[config.mk]
export PLATFORM = sky130hd
export DESIGN_NAME = serial_adder_ctrl
export DESIGN_NICKNAME = d
export VERILOG_FILES = /design/src/rtl/serial_adder_ctrl.sv
export SDC_FILE = /design/constraint.sdc
export NUM_CORES = 1
export LEC_CHECK = 0
export CAP_MARGIN = 20
export CORE_UTILIZATION = 30
export DETAILED_ROUTE_END_ITERATION = 16
export PLACE_DENSITY = 0.63
export SYNTH_ARGS = -nofsm -noshare
export SYNTH_HDL_FRONTEND = slang
export SYNTH_SLANG_ARGS = --single-unit
[constraint.sdc]
create_clock -name clk -period 1.35 [get_ports clk]
set_clock_uncertainty 0.15 [all_clocks]
set_input_delay 0.2025 -clock clk [delete_from_list [all_inputs] [get_ports clk]]
set_output_delay 0.2025 -clock clk [all_outputs]
set_load 0.01 [all_outputs]
[src/rtl/serial_adder_ctrl.sv]
// -----------------------------------------------------------------------------
// serial_adder_ctrl
//
// Bit-serial add/subtract engine. A single one-bit full-adder cell is reused
// for every operand bit, LSB first, one bit per clock. A job is accepted over a
// valid/ready handshake. The result comes back over a second valid/ready
// handshake and consists of sum, carry-out and signed overflow.
//
// Parameters
//   WIDTH        operand/result width (>= 2); also the number of RUN cycles
//
// Ports
//   clk          in   1      rising-edge clock
//   rst_n        in   1      synchronous active-low reset (aborts any job)
//   start_valid  in   1      job request
//   start_ready  out  1      high only in IDLE
//   op_a         in   WIDTH  operand A, sampled at the start handshake
//   op_b         in   WIDTH  operand B, sampled at the start handshake
//   cin          in   1      carry-in for add; ignored when sub=1
//   sub          in   1      1: A-B, 0: A+B+cin
//   res_valid    out  1      result available (DONE state)
//   res_ready    in   1      consumer accepts result
//   sum          out  WIDTH  registered result
//   cout         out  1      carry out of MSB (sub: 1 = no borrow)
//   ovf          out  1      signed overflow
//   busy         out  1      state != IDLE
// -----------------------------------------------------------------------------
module serial_adder_ctrl #(
    parameter int WIDTH = 8
) (
    input  logic             clk,
    input  logic             rst_n,
    input  logic             start_valid,
    output logic             start_ready,
    input  logic [WIDTH-1:0] op_a,
    input  logic [WIDTH-1:0] op_b,
    input  logic             cin,
    input  logic             sub,
    output logic             res_valid,
    input  logic             res_ready,
    output logic [WIDTH-1:0] sum,
    output logic             cout,
    output logic             ovf,
    output logic             busy
);

    localparam int              CNT_W    = $clog2(WIDTH);
    localparam logic [CNT_W-1:0] CNT_LAST = CNT_W'(WIDTH - 1);

    typedef enum logic [1:0] {
        S_IDLE = 2'd0,
        S_RUN  = 2'd1,
        S_DONE = 2'd2
    } state_t;

    state_t             state_q, state_d;
    logic [WIDTH-1:0]   a_sh_q,  a_sh_d;
    logic [WIDTH-1:0]   b_sh_q,  b_sh_d;
    logic [WIDTH-1:0]   r_sh_q,  r_sh_d;
    logic               carry_q, carry_d;
    logic [CNT_W-1:0]   cnt_q,   cnt_d;
    logic [WIDTH-1:0]   sum_q,   sum_d;
    logic               cout_q,  cout_d;
    logic               ovf_q,   ovf_d;

    // The shared full-adder cell
    logic fa_s;
    logic fa_c;
    assign fa_s = a_sh_q[0] ^ b_sh_q[0] ^ carry_q;
    assign fa_c = (a_sh_q[0] & b_sh_q[0]) | (carry_q & (a_sh_q[0] ^ b_sh_q[0]));

    // Next-state and datapath control
    always_comb begin
        state_d = state_q;
        a_sh_d  = a_sh_q;
        b_sh_d  = b_sh_q;
        r_sh_d  = r_sh_q;
        carry_d = carry_q;
        cnt_d   = cnt_q;
        sum_d   = sum_q;
        cout_d  = cout_q;
        ovf_d   = ovf_q;

        unique case (state_q)
            S_IDLE: begin
                if (start_valid) begin
                    // Subtraction is A + ~B + 1: invert B and force carry-in.
                    a_sh_d  = op_a;
                    b_sh_d  = sub ? ~op_b : op_b;
                    carry_d = sub ? 1'b1 : cin;
                    cnt_d   = '0;
                    state_d = S_RUN;
                end
            end

            S_RUN: begin
                a_sh_d  = a_sh_q >> 1;
                b_sh_d  = b_sh_q >> 1;
                r_sh_d  = {fa_s, r_sh_q[WIDTH-1:1]};
                carry_d = fa_c;
                cnt_d   = cnt_q + 1'b1;
                if (cnt_q == CNT_LAST) begin
                    // On the MSB cycle carry_q is the carry into the MSB, so
                    // overflow is that XOR the carry out of the MSB.
                    sum_d   = {fa_s, r_sh_q[WIDTH-1:1]};
                    cout_d  = fa_c;
                    ovf_d   = carry_q ^ fa_c;
                    cnt_d   = '0;
                    state_d = S_DONE;
                end
            end

            S_DONE: begin
                if (res_ready) begin
                    state_d = S_IDLE;
                end
            end

            default: begin
                state_d = S_IDLE;
            end
        endcase
    end

    always_ff @(posedge clk) begin
        if (!rst_n) begin
            state_q <= S_IDLE;
            a_sh_q  <= '0;
            b_sh_q  <= '0;
            r_sh_q  <= '0;
            carry_q <= 1'b0;
            cnt_q   <= '0;
            sum_q   <= '0;
            cout_q  <= 1'b0;
            ovf_q   <= 1'b0;
        end else begin
            state_q <= state_d;
            a_sh_q  <= a_sh_d;
            b_sh_q  <= b_sh_d;
            r_sh_q  <= r_sh_d;
            carry_q <= carry_d;
            cnt_q   <= cnt_d;
            sum_q   <= sum_d;
            cout_q  <= cout_d;
            ovf_q   <= ovf_d;
        end
    end

    assign start_ready = (state_q == S_IDLE);
    assign res_valid   = (state_q == S_DONE);
    assign busy        = (state_q != S_IDLE);
    assign sum         = sum_q;
    assign cout        = cout_q;
    assign ovf         = ovf_q;

endmodule

==> metrics <==
outcome finished with violations; failing checks setup timing; area post-placement 0.00235 mm2; most common cell after layout, fill and taps aside dfxtp_1; Post-Synthesis Cells 191; RR Startpoint cnt_q[0]; syn nets 216; Max-slew headroom 82.6%; Async S/R FF share, synth 0%; Core Region 0.00557 mm2; sequential fraction of the synthesis area 44.6%; Via density 4.79; maximum clock frequency 695 MHz; Slowest cell on crit path dfxtp_2; xor/xnor share of the synthesized area 4.51%; # rows 27; post-layout min period 1.44 ns; DRT iter0 DRCs 37; layout cell share with drive strength beyond 1 32.9%; fin crit share 107%; routability cong. 0.735; Fin. Hold Viols 0; Root Driver clkbuf_8; Synth Area in Compound Gates 24.2%; Routed wire per std cell 12.5 um; post-synth cell types 39; Max-cap violations 0; die area 0.00614 mm2; ANT cells 0; CP max stage delay 0.34 ns; final setup violation count 22; Worst VDD drop 0.000383 V; design area 0.00261 mm2; DRC errors left 0; Crit Path Class reg2reg; Tightest Pin Transition 0.260 ns; cell area after synthesis 0.00175 mm2; Hold Startpoint sum[0]; grt ovf 0; Routed WL 4140 um; Tot GR Track Use 14.5%; Boundary Pins 35; CP Cell Sequence ha_4 > ha_4 > and3b_2 > buf_6 > o21a_1; CP Capture Type flip-flop; syn avg cell area 9.16 um2; Die Span X 78.4 um; H-tree level count 2; worst min-delay path endpoint sum[0]; P&R area growth vs syn 49.4%; Sequential Area 791 um2; worst-path fanout max 6; Final nets 282; combinational family with the most area after synthesis compound AO/OA/AOI/OAI gates; footprint of the multi-input gates 0.00100 mm2; synth warn 0; Num CTS Buffers 5; TritonCTS clock tree done; most frequent cells in the layout dfxtp_1, nand2_1, buf_4; Yosys reg bits 39; P per Cell Area 932 mW/mm2; Worst Slack Setup Final -0.0885 ns; vias in the first global route 1,490; Post-CTS Hold Buffers 0; Hold Crit Class reg2reg; Synth Area in Adders 2.58%; cells on worst reg2reg path 5; setup tns final -1.10 ns; Worst-path clk slew 0.07 ns; worst reg2reg setup slack -0.09 ns; startpoint types flip-flop; DP Wirelength 2890 um; predominant post-synthesis flop cell dfxtp_1; Req. time, crit path 1.39 ns; reg-to-reg critical path endpoint state_q[1]; Hold Crit Depth 2; Post-synth EDFFs 0; Pre-Repair DR Iteration Count 4; leakage 1.06 nW; most frequent CP cell ha_4; mux share of post-synthesis cell area 0%; unrepaired setup endpoints after global routing true; Starting Density 31.4%; Final Core Density 46.9%; clk_lat worst skew 0.30 ns; antenna viol nets, final 0; Die H 78.4 um; Clock Path Buffers 2; simple-gate area share of the yosys netlist 18.4%; Max Slew Vio Count 0; Worst Path Arrival 1.48 ns; Worst path top cell family by delay flip-flops; fill count 562; largest net degree at the start of global routing 18; Clock Sink Count 39; port bufs 34; CP bufs+invs 1; initial antenna violation count 0; first-pass GRT wire length 6870 um; vias 1,580
==> kinds of logic after synthesis <==
group / after synthesis
flip-flops: 39
buffers and inverters: 18
XOR/XNOR: 9
adder cells (fa/ha/maj): 3
AND/OR/NAND/NOR: 68
AO/OA/AOI/OAI: 54
==> Yosys cell counts (all sizes together) (3+ instances only) <==
cell type,n,share of area [%]
a221o,7,4.0
a21oi,5,1.4
xnor2,8,4.0
nand2,37,7.9
clkbuf,6,1.3
dfxtp,39,45
nor2,13,2.8
inv,3,0.64
o21ai,6,1.7
o221a,4,2.6
a2bb2oi,3,1.5
nor2b,3,1.1
buf,8,3.5
a21boi,19,8.2
or3b,3,1.5
o221ai,4,2.0
==> registers in the layout (all words and copies together), names as in the netlist <==
register / cells
a_sh_q: 8
b_sh_q: 8
sum: 8
r_sh_q: 7
cnt_q: 3
state_q: 2
carry_q: 1
cout: 1
ovf: 1
==> worst register-to-register path: stages (launching register included) <==
cell and delay, ns:
dfxtp_2 0.34, ha_4 0.16, ha_4 0.16, and3b_2 0.25, buf_6 0.13, o21a_1 0.15
==> through the flow <==
stage                     setup WS [ns]  cells  hold slack (ns)  total power, mW
after floorplan                 -0.0404    191            0.190             1.48
after detailed placement         -0.415    311            0.305             1.65
after global routing             -0.132    330            0.322             2.56
after global placement           -0.374    311            0.301             1.64
final                           -0.0885    330            0.295             2.44
after CTS                        -0.152    327            0.300             2.44
==> layout make-up <==
class	instances	share of cell area, %
tap	72	3.45
clock inverter	3	0.574
inverter	4	0.766
multi-input combinational	135	38.3
clock buffer	5	2.63
timing repair buffer	72	24.0
sequential	39	30.3
==> worst max path at each step <==
stage | start | to | slack (ns) | cells past startpoint
2_1_floorplan | cnt_q[0] | ovf | -0.04 | 5
3_3_place_gp | start_valid | b_sh_q[1] | -0.37 | 5
3_5_place_dp | start_valid | b_sh_q[1] | -0.41 | 5
4_1_cts | cnt_q[0] | state_q[1] | -0.15 | 5
5_1_grt | cnt_q[0] | state_q[1] | -0.13 | 5
6_report | cnt_q[0] | state_q[1] | -0.09 | 5
==> per-layer routing <==
layer,global-route usage (%),part of all wire [%],vias to the layer above
met4,7.59,1.5,0
met2,24.3,50,27
met5,0,0,-
li1,-,-,803
met1,17.0,46,744
met3,3.49,3.1,6
==> timing repair <==
action | CTS | global route
pin swaps | 15 | 8
setup endpoints to repair | 37 | 32
gates resized for setup | 56 | 18
setup buffers | 7 | 2
cloned | 1 | 1
==> where the power goes <==
| part | internal [mW] | leakage (nW) | total [mW] | switching, mW |
|---|---|---|---|---|
| logic | 0.259 | 0.692 | 0.429 | 0.170 |
| registers | 1.20 | 0.321 | 1.25 | 0.0429 |
| clock network | 0.353 | 0.0477 | 0.761 | 0.408 |
(Power assumes the default switching activity.)
